`src/rtl/fp_addsub_if.sv`:
```
// Operand/result handshake bundle for fp_addsub_pipe.
// The master side issues operands and accepts results; the slave side is the adder.
interface fp_addsub_if #(
    parameter int EXP_W = 8,
    parameter int MAN_W = 23
);
    localparam int W = EXP_W + MAN_W + 1;

    logic         in_valid;
    logic         in_ready;
    logic [W-1:0] a;
    logic [W-1:0] b;
    logic         op;
    logic         out_valid;
    logic         out_ready;
    logic [W-1:0] result;
    logic [3:0]   flags;

    modport master (
        output in_valid, a, b, op, out_ready,
        input  in_ready, out_valid, result, flags
    );

    modport slave (
        input  in_valid, a, b, op, out_ready,
        output in_ready, out_valid, result, flags
    );
endinterface

```
`src/rtl/fp_addsub_pipe.sv`:
```
// Four-stage IEEE-754 adder/subtractor: align, add/sub, normalise, round/pack.
// Subnormals flush to zero, rounding is nearest-even, one global stall enable.
module fp_addsub_pipe #(
    parameter int EXP_W = 8,
    parameter int MAN_W = 23
) (
    input  logic        clk,
    input  logic        rst_n,
    fp_addsub_if.slave  io
);
    localparam int W    = EXP_W + MAN_W + 1;
    localparam int M4   = MAN_W + 4;           // {hidden, frac, G, R, S}
    localparam int LZ_W = $clog2(M4 + 1);
    localparam int EE_W = EXP_W + 2;           // signed exponent during normalise/round

    localparam logic [W-1:0]    QNAN    = {1'b0, {EXP_W{1'b1}}, 1'b1, {(MAN_W-1){1'b0}}};
    localparam logic [EE_W-1:0] EXP_MAX = {2'b00, {EXP_W{1'b1}}};

    typedef struct packed {
        logic         spec;
        logic [W-1:0] spec_res;
        logic         spec_inv;
        logic         sign;
    } ctl_t;

    typedef struct packed {
        ctl_t             ctl;
        logic             eff_sub;
        logic [EXP_W-1:0] exp;
        logic [M4-1:0]    man_l;
        logic [M4-1:0]    man_s;
    } s1_t;

    typedef struct packed {
        ctl_t             ctl;
        logic [EXP_W-1:0] exp;
        logic [M4:0]      sum;
    } s2_t;

    typedef struct packed {
        ctl_t            ctl;
        logic [EE_W-1:0] exp;
        logic [M4-1:0]   norm;
    } s3_t;

    logic advance;
    logic v1, v2, v3, out_valid_q;
    logic [W-1:0] result_q, result_d;
    logic [3:0]   flags_q, flags_d;
    s1_t s1_d, s1_q;
    s2_t s2_d, s2_q;
    s3_t s3_d, s3_q;

    assign advance      = !out_valid_q || io.out_ready;
    assign io.in_ready  = advance;
    assign io.out_valid = out_valid_q;
    assign io.result    = result_q;
    assign io.flags     = flags_q;

    // ---------------- S1: classify, swap, align ----------------
    logic             sa, sb, sl;
    logic [EXP_W-1:0] ea, eb, el, es, diff;
    logic [MAN_W-1:0] fa, fb, fl, fs;
    logic             a_nan, a_inf, a_zero, b_nan, b_inf, b_zero, swap;
    logic [M4-1:0]    ext_s;
    logic [2*M4-1:0]  wide;

    assign sa = io.a[W-1];
    assign ea = io.a[W-2:MAN_W];
    assign fa = io.a[MAN_W-1:0];
    assign sb = io.b[W-1] ^ io.op;
    assign eb = io.b[W-2:MAN_W];
    assign fb = io.b[MAN_W-1:0];

    assign a_nan  = (&ea) & (|fa);
    assign a_inf  = (&ea) & ~(|fa);
    assign a_zero = ~(|ea);
    assign b_nan  = (&eb) & (|fb);
    assign b_inf  = (&eb) & ~(|fb);
    assign b_zero = ~(|eb);

    assign swap  = {eb, fb} > {ea, fa};
    assign el    = swap ? eb : ea;
    assign es    = swap ? ea : eb;
    assign fl    = swap ? fb : fa;
    assign fs    = swap ? fa : fb;
    assign sl    = swap ? sb : sa;
    assign diff  = el - es;
    assign ext_s = {1'b1, fs, 3'b000};
    // Lower half collects everything shifted past R; it folds into the sticky bit.
    assign wide  = {ext_s, {M4{1'b0}}} >> diff;

    always_comb begin
        // NOTE: every always_comb output gets a full default first so no path can infer a latch.
        s1_d          = '0;
        s1_d.ctl.sign = sl;
        s1_d.eff_sub  = sa ^ sb;
        s1_d.exp      = el;
        s1_d.man_l    = {1'b1, fl, 3'b000};
        if (int'(diff) >= MAN_W + 3)
            s1_d.man_s = {{(M4-1){1'b0}}, 1'b1};
        else
            s1_d.man_s = {wide[2*M4-1:M4+1], wide[M4] | (|wide[M4-1:0])};

        s1_d.ctl.spec = a_nan | b_nan | a_inf | b_inf | a_zero | b_zero;
        if (a_nan || b_nan) begin
            s1_d.ctl.spec_res = QNAN;
            s1_d.ctl.spec_inv = (a_nan & ~fa[MAN_W-1]) | (b_nan & ~fb[MAN_W-1]);
        end else if (a_inf && b_inf && (sa != sb)) begin
            s1_d.ctl.spec_res = QNAN;
            s1_d.ctl.spec_inv = 1'b1;
        end else if (a_inf) begin
            s1_d.ctl.spec_res = {sa, {EXP_W{1'b1}}, {MAN_W{1'b0}}};
        end else if (b_inf) begin
            s1_d.ctl.spec_res = {sb, {EXP_W{1'b1}}, {MAN_W{1'b0}}};
        end else if (a_zero && b_zero) begin
            s1_d.ctl.spec_res = {sa & sb, {(W-1){1'b0}}};
        end else if (a_zero) begin
            s1_d.ctl.spec_res = {sb, eb, fb};
        end else if (b_zero) begin
            s1_d.ctl.spec_res = {sa, ea, fa};
        end
    end

    // ---------------- S2: magnitude add/sub ----------------
    always_comb begin
        s2_d     = '0;
        s2_d.ctl = s1_q.ctl;
        s2_d.exp = s1_q.exp;
        if (s1_q.eff_sub)
            s2_d.sum = {1'b0, s1_q.man_l} - {1'b0, s1_q.man_s};
        else
            s2_d.sum = {1'b0, s1_q.man_l} + {1'b0, s1_q.man_s};
    end

    // ---------------- S3: normalise ----------------
    logic [LZ_W-1:0] lz;

    always_comb begin
        lz = '0;
        for (int i = 0; i < M4; i++)
            if (s2_q.sum[i]) lz = LZ_W'(M4 - 1 - i);

        s3_d     = '0;
        s3_d.ctl = s2_q.ctl;
        if (s2_q.sum[M4]) begin
            s3_d.norm = {s2_q.sum[M4:2], s2_q.sum[1] | s2_q.sum[0]};
            s3_d.exp  = {2'b00, s2_q.exp} + {{(EE_W-1){1'b0}}, 1'b1};
        end else begin
            s3_d.norm = s2_q.sum[M4-1:0] << lz;
            s3_d.exp  = {2'b00, s2_q.exp} - {{(EE_W-LZ_W){1'b0}}, lz};
        end
    end

    // ---------------- S4: round to nearest even, pack ----------------
    logic            g_bit, r_bit, s_bit, rnd_up, inexact, sum_zero;
    logic [MAN_W:0]  frac_r;       // carry bit means the mantissa rolled over to 10.0
    logic [EE_W-1:0] exp_r;

    assign sum_zero = ~s3_q.norm[M4-1];  // hidden bit is 1 after normalising anything nonzero
    assign g_bit    = s3_q.norm[2];
    assign r_bit    = s3_q.norm[1];
    assign s_bit    = s3_q.norm[0];
    assign rnd_up   = g_bit & (r_bit | s_bit | s3_q.norm[3]);
    assign inexact  = g_bit | r_bit | s_bit;
    assign frac_r   = {1'b0, s3_q.norm[M4-2:3]} + {{MAN_W{1'b0}}, rnd_up};
    assign exp_r    = s3_q.exp + {{(EE_W-1){1'b0}}, frac_r[MAN_W]};

    always_comb begin
        result_d = {s3_q.ctl.sign, exp_r[EXP_W-1:0], frac_r[MAN_W-1:0]};
        flags_d  = {3'b000, inexact};
        if (s3_q.ctl.spec) begin
            result_d = s3_q.ctl.spec_res;
            flags_d  = {s3_q.ctl.spec_inv, 3'b000};
        end else if (sum_zero) begin
            result_d = '0;
            flags_d  = '0;
        end else if (!exp_r[EE_W-1] && (exp_r >= EXP_MAX)) begin
            result_d = {s3_q.ctl.sign, {EXP_W{1'b1}}, {MAN_W{1'b0}}};
            flags_d  = 4'b0101;
        end else if (exp_r[EE_W-1] || (exp_r == '0)) begin
            result_d = {s3_q.ctl.sign, {(W-1){1'b0}}};
            flags_d  = 4'b0011;
        end
    end

    // ---------------- pipeline registers ----------------
    // NOTE: state registers use non-blocking assignments so every stage samples pre-edge values.
    always_ff @(posedge clk or negedge rst_n) begin
        if (!rst_n) begin
            v1          <= 1'b0;
            v2          <= 1'b0;
            v3          <= 1'b0;
            out_valid_q <= 1'b0;
            result_q    <= '0;
            flags_q     <= '0;
        end else if (advance) begin
            v1          <= io.in_valid;
            v2          <= v1;
            v3          <= v2;
            out_valid_q <= v3;
            if (v3) begin
                result_q <= result_d;
                flags_q  <= flags_d;
            end
        end
    end

    // NOTE: datapath stages carry no reset; their contents are ignored until the matching valid bit is set.
    always_ff @(posedge clk) begin
        if (advance) begin
            s1_q <= s1_d;
            s2_q <= s2_d;
            s3_q <= s3_d;
        end
    end
endmodule

```
`src/flat_wrapper.sv`:
```
// flat-port wrapper written by rule: the top's interface ports become plain ports
module fp_addsub_pipe_flat 
#(
    parameter int EXP_W = 8,
    parameter int MAN_W = 23
)
  (clk, rst_n, io_in_valid, io_a, io_b, io_op, io_out_ready, io_in_ready, io_out_valid, io_result, io_flags);
  fp_addsub_if #(.EXP_W(EXP_W), .MAN_W(MAN_W)) io_i ();
  input  logic clk;
  input  logic rst_n;
  input wire logic [$bits(io_i.in_valid)-1:0] io_in_valid;
  input wire logic [$bits(io_i.a)-1:0] io_a;
  input wire logic [$bits(io_i.b)-1:0] io_b;
  input wire logic [$bits(io_i.op)-1:0] io_op;
  input wire logic [$bits(io_i.out_ready)-1:0] io_out_ready;
  output wire logic [$bits(io_i.in_ready)-1:0] io_in_ready;
  output wire logic [$bits(io_i.out_valid)-1:0] io_out_valid;
  output wire logic [$bits(io_i.result)-1:0] io_result;
  output wire logic [$bits(io_i.flags)-1:0] io_flags;
  assign io_i.in_valid = io_in_valid;
  assign io_i.a = io_a;
  assign io_i.b = io_b;
  assign io_i.op = io_op;
  assign io_i.out_ready = io_out_ready;
  assign io_in_ready = io_i.in_ready;
  assign io_out_valid = io_i.out_valid;
  assign io_result = io_i.result;
  assign io_flags = io_i.flags;
  fp_addsub_pipe #(.EXP_W(EXP_W), .MAN_W(MAN_W)) u_core (.clk(clk), .rst_n(rst_n), .io(io_i));
endmodule
```
`config.mk`:
```
export PLATFORM = sky130hd
export DESIGN_NAME = fp_addsub_pipe_flat
export DESIGN_NICKNAME = d
export VERILOG_FILES = /design/src/rtl/fp_addsub_if.sv /design/src/rtl/fp_addsub_pipe.sv /design/src/flat_wrapper.sv
export SDC_FILE = /design/constraint.sdc
export NUM_CORES = 1
export LEC_CHECK = 0
export ABC_AREA = 1
export CAP_MARGIN = 20
export CORE_ASPECT_RATIO = 1.5
export CORE_MARGIN = 5
export CORE_UTILIZATION = 60
export CTS_BUF_LIST = sky130_fd_sc_hd__clkbuf_2
export DETAILED_ROUTE_END_ITERATION = 6
export PLACE_DENSITY = 0.76
export SLEW_MARGIN = 20
export SYNTH_ARGS = -nofsm -noshare
export SYNTH_HDL_FRONTEND = slang
export SYNTH_SLANG_ARGS = --single-unit
```
`constraint.sdc`:
```
create_clock -name clk -period 18.9 [get_ports clk]
set_input_delay 2.835 -clock clk [delete_from_list [all_inputs] [get_ports clk]]
set_output_delay 2.835 -clock clk [all_outputs]
set_load 0.01 [all_outputs]
```
==> results_dict.tcl, run 1 <==
set metrics [dict create \
    synth_nets 2434 \
    chipHeight_um 223 \
    irDropWorstVdd_mv 0.0766 \
    clock_latency_ns 0.95 \
    nets 2520 \
    crit_arrival_ns 4.73 \
    numCtsBuffers 56 \
    synth_top_area_share 0.390 \
    syn_area_um2 18200 \
    hold_buffers 0 \
    endpoint_kind "output port" \
    yosysTopAreaCell "edfxtp_1" \
    fill_cells 2506 \
    path_class "input port to output port" \
    grt_util_met3 0.0363 \
    pre_cts_ws_ns 10.60 \
    htree_num_levels 2 \
    fin_ws_ns 11.34 \
    powerDensity_nw_per_um2 152 \
    cts-root-buf "clkbuf_2" \
    yosys-top-cells-count "515 x nand2_1, 245 x inv_1, 237 x edfxtp_1" \
    synth_ff_type "edfxtp_1" \
    yosysMostFrequentCell "nand2_1" \
    ys_seq_area_frac 0.445 \
    setup_viol 0 \
    hp-class "flip-flop to flip-flop" \
    syn_avg_cell_area_um2 8.02 \
    setup_tns_ns 0 \
    async_flop_share 0.144 \
    startpoint_type "input port" \
    cap_violations 0 \
    place_congestion 1.05 \
    ctsResizeCount 0 \
    relSlewSlack 0.306 \
    dp_hpwl_mm 42.1 \
    yosys_warnings 0 \
    clkSlewWorstSetupHoldPaths_ns 0.12 \
    clk_path_buf_depth 3 \
    synth_cells 2274 \
    critPathMaxFanout 89 \
    p_leak_nw 9.00 \
    rows 78 \
    worstPathRequired_ns 16.07 \
    drt_iter0_markers 1433 \
    synth_edf_count 237 \
    ios 107 \
    timing.reg2reg.setup_slack_ns 13.27 \
    slew_violations 0 \
    ant_nets 0 \
    met2_usage 0.562 \
    status "finished clean" \
    clock.fmax_ghz 0.132 \
    grtUsageTotal 0.309 \
    grt_pass1_vias 15500 \
    antenna_found_initial 1 \
    fin_util 0.668 \
    dieArea_um2 34000 \
    synth_cell_types 59 \
    area_growth_pct 10.5 \
    grt_pass1_wl_mm 82.9 \
    cts_sinks 277 \
    worst_pin_slew_ns 1.04 \
    ys_ff_latch 277 \
    die_w_um 152 \
    dr.pass1.iters 7 \
    synth_area_leaders "edfxtp_1 39%, nand2_1 11%, nand3_1 6.4%" \
    grt_overflow 0 \
    remaining_drc_errors 0 \
    cts_tree "built" \
    finalCritPeriodShare 0.400 \
    grt_use_met1 0.327 \
    vias 16600 \
    rsz0062_at_grt "no" \
    finalHoldViolCount 0 \
    finClkSkew_ns 0.100 \
    io_buffers 106 \
    wl_per_cell_um 19.4 \
    grt_max_degree 92 \
    start_util 0.604 \
    postCtsSetupBuffers 0 \
    viasPerCell 5.89 \
    top_usage_layer "met2" \
    wl_mm 54.6 \
    fin_crit_ns 7.56 \
    drive_gt1_frac 0.0644 \
    coreArea_um2 30200 \
]
==> logic make-up after synthesis <==
group	after synthesis	synth area share
simple gates	1043	0.250
xor+xnor	43	0.0211
buf+inv	354	0.0766
fa+ha+maj	91	0.0633
mux	5	0.00275
flops	277	0.445
compound gates	461	0.141
==> worst paths after layout <==
| path | from | to | cells past startpoint |
|---|---|---|---|
| worst max-delay path | io_out_ready | io_in_ready | 4 |
| worst min register to register | u_core.s2_q[46]$_DFFE_PN_ | u_core.s3_q[47]$_DFFE_PN_ | 0 |
| worst min-delay path | u_core.s2_q[46]$_DFFE_PN_ | u_core.s3_q[47]$_DFFE_PN_ | 0 |
| max in group asynchronous | rst_n | u_core.io.result[5]$_DFFE_PN0P_ | 1 |
| worst max register to register | u_core.g_bit$_DFFE_PN_ | u_core.io.result[19]$_DFFE_PN0P_ | 31 |
| min in group asynchronous | rst_n | u_core.io.result[15]$_DFFE_PN0P_ | 1 |
==> per-layer routing <==
| metal | up-vias | wire (um) |
|---|---|---|
| met4 | 0 | 4690 |
| met5 | - | 0 |
| li1 | 8008 | - |
| met1 | 7572 | 18900 |
| met2 | 742 | 28100 |
| met3 | 230 | 2940 |
==> layout by cell type, fill, tap and decap left out, types with 5 or more instances in the layout <==
master and count:
nand3_1 234, or2_2 12, o21ai_1 11, a21boi_0 6, a21oi_1 137, mux2i_1 5
o22ai_1 10, clkdlybuf4s50_1 105, ha_1 89, inv_1 244, o21bai_1 8, nor4_1 17
nand2_1 515, inv_2 6, clkinv_1 24, o31ai_1 7, nand4_1 47, nor2_1 167
buf_4 19, dfrtp_1 40, xor2_1 38, nand3_2 7, clkbuf_2 65, nand2_2 10
o21ai_0 216, nand3b_1 6, a22oi_1 5, o211ai_1 29, clkinv_2 14, edfxtp_1 237
nor3_1 18
==> final cells by class <==
cell class	count	area (um2)	share of cell area
multi-input combinational	1643	8730	0.434
sequential	277	8120	0.403
timing repair buffer	125	1200	0.0595
inverter	257	972	0.0483
tap	400	500	0.0248
clock buffer	65	325	0.0162
clock inverter	40	294	0.0146
antenna	1	2.50	0.000124
==> stage by stage <==
stage	instances	power [mW]	hold WS [ns]	instance area [um2]
2_1_floorplan	2274	2.18	0.400	18200
3_3_place_gp	2702	2.61	0.403	19500
3_5_place_dp	2702	2.65	0.405	19500
4_1_cts	2807	3.05	0.312	20100
5_1_grt	2808	3.30	0.332	20100
6_report	2808	3.07	0.343	20100
==> state kept, by name, indices dropped and copies added, names as in the netlist <==
| name | count |
|---|---|
| u_core.v2 | 1 |
| u_core.g_bit | 1 |
| u_core.s3_q | 70 |
| u_core.s1_q | 94 |
| u_core.v3 | 1 |
| u_core.io.out_valid | 1 |
| u_core.io.result | 32 |
| u_core.r_bit | 1 |
| u_core.v1 | 1 |
| u_core.io.flags | 4 |
| u_core.s2_q | 71 |
==> critical path, stage by stage <==
cell and delay [ns]:
clkdlybuf4s50_1 0.40, nor2_1 0.49, inv_8 0.32, clkdlybuf4s50_1 0.59
==> power by group <==
| part | internal [mW] | total [mW] | leakage, nW | switching (mW) |
|---|---|---|---|---|
| sequential | 0.999 | 1.15 | 2.99 | 0.151 |
| combinational | 0.511 | 1.52 | 5.58 | 1.01 |
| clock | 0.161 | 0.395 | 0.425 | 0.234 |
Power figures use the tool's default switching activity.
==> run 2, diff against run 1 <==
- CORE_UTILIZATION: 60 -> 57
- clock period: 18.9 -> 6.72 ns (I/O delays scaled with it)
==> results_dict.tcl, run 2 (synthesized netlist as in run 1, its figures left out) <==
set metrics [dict create \
    ctsResizeCount 0 \
    setup_tns_ns 0 \
    clock_latency_ns 0.91 \
    cp_common_cell "nand3_1" \
    cp_top_family "simple AND/OR/NAND/NOR gates" \
    start_util 0.574 \
    place_congestion 1.03 \
    crit_arrival_ns 6.26 \
    cts-root-buf "clkbuf_2" \
    rsz0062_at_grt "no" \
    dieArea_um2 35700 \
    ant_nets 0 \
    grtUsageTotal 0.313 \
    numCtsBuffers 55 \
    grt_max_degree 76 \
    remaining_drc_errors 1 \
    cts_tree "built" \
    antenna_found_initial 1 \
    slowest_stage "clkinv_1" \
    status "finished, violations left" \
    instances_no_fill 2819 \
    relSlewSlack 0.248 \
    drive_gt1_frac 0.0656 \
    worst_pin_slew_ns 1.12 \
    largest_register_ffs 94 \
    htree_num_levels 2 \
    max_flop_register "u_core.s1_q" \
    grt_pass1_wl_mm 86.9 \
    whs_ns 0.201 \
    setup_viol 0 \
    rows 80 \
    powerDensity_nw_per_um2 429 \
    most-common-layout-cells "514 x nand2_1, 244 x inv_1, 237 x edfxtp_1" \
    reg_top3 "u_core.s1_q x94, u_core.s2_q x71, u_core.s3_q x70" \
    area_growth_pct 10.4 \
    final_common_cell "nand2_1" \
    io_buffers 106 \
    p_leak_nw 8.98 \
    grt_overflow 0 \
    cap_violations 0 \
    irDropWorstVdd_mv 0.160 \
    fin_ws_ns 1.22 \
    hp-class "input port to asynchronous set/reset pin" \
    vias 16500 \
    dr.pass1.iters 7 \
    clkSlewWorstSetupHoldPaths_ns 0.12 \
    viasPerCell 5.84 \
    path_class "flip-flop to flip-flop" \
    drt_iter0_markers 1394 \
    finalCritPeriodShare 0.819 \
    die_w_um 156 \
    fin_crit_ns 5.50 \
    failed_checks "DRC" \
    slowest_delay_ns 0.47 \
    grt_pass1_vias 16000 \
    postCtsSetupBuffers 0 \
    worstPathRequired_ns 7.48 \
    startpoint_type "flip-flop" \
    ios 107 \
    wl_per_cell_um 20.2 \
    slew_violations 0 \
    endpoint_kind "flip-flop" \
    finalHoldViolCount 0 \
    finClkSkew_ns 0.0758 \
    nets 2522 \
    cts_sinks 277 \
    dp.cells 2714 \
    hold_buffers 0 \
    wl_mm 56.8 \
    critPathMaxFanout 18 \
    clock.fmax_ghz 0.182 \
    crit_buf_inv 5 \
    coreArea_um2 31700 \
    dp_hpwl_mm 44.9 \
    fin_util 0.634 \
    clk_path_buf_depth 3 \
    pre_cts_ws_ns 0.537 \
    chipHeight_um 229 \
    timing.reg2reg.setup_slack_ns 1.22 \
]
==> run 2: cell types whose count changed in the layout (fill, tap and decap cells not counted), moves of 2 or more <==
cell	previous run	this run
buf_4	19	21
bufinv_16	4	1
clkinv_2	14	3
inv_8	2	0
clkbuf_2	65	77
==> run 2: layout make-up <==
cell class / count / area [um2]
Inverter: 257 / 968
Antenna cell: 1 / 2.50
Clock buffer: 77 / 385
Timing Repair Buffer: 128 / 1240
Sequential cell: 277 / 8120
Clock inverter: 26 / 150
Fill cell: 2769 / 11600
Multi-Input combinational cell: 1643 / 8740
Tap cell: 410 / 513
==> run 2: report_power, final <==
group | leakage (nW) | total (mW) | internal [mW] | switching [mW]
combinational | 5.60 | 4.41 | 1.46 | 2.95
sequential | 2.99 | 3.25 | 2.81 | 0.439
clock | 0.391 | 0.979 | 0.363 | 0.616
total | 8.98 | 8.64 | 4.63 | 4.01
==> run 2: through the flow <==
stage | cell area [um2] | power (mW)
final | 20100 | 8.64
after global routing | 20100 | 9.30
after floorplan | 18200 | 6.10
after global placement | 19600 | 7.51
after CTS | 20100 | 8.60
after detailed placement | 19600 | 7.61
==> run 2: worst paths after layout <==
check                                                   endpoint  cells past startpoint                     startpoint
worst max-delay path            u_core.io.result[22]$_DFFE_PN0P_                     30         u_core.g_bit$_DFFE_PN_
worst min-delay path              u_core.io.flags[1]$_DFFE_PN0P_                      1                          rst_n
worst max register to register  u_core.io.result[22]$_DFFE_PN0P_                     30         u_core.g_bit$_DFFE_PN_
worst min register to register         u_core.s2_q[69]$_DFFE_PN_                      0  u_core.s1_q[96]$_SDFFCE_PP0N_
max in group asynchronous       u_core.io.result[30]$_DFFE_PN0P_                      1                          rst_n
min in group clk                       u_core.s2_q[69]$_DFFE_PN_                      0  u_core.s1_q[96]$_SDFFCE_PP0N_
==> run 2: layer usage <==
metal  part of all wire  up-vias  track usage
met1               0.34     7585        0.341
met5                  0        -            0
met2               0.52      700        0.559
li1                   -     8010            -
met4              0.082        0        0.207
met3              0.058      181       0.0412
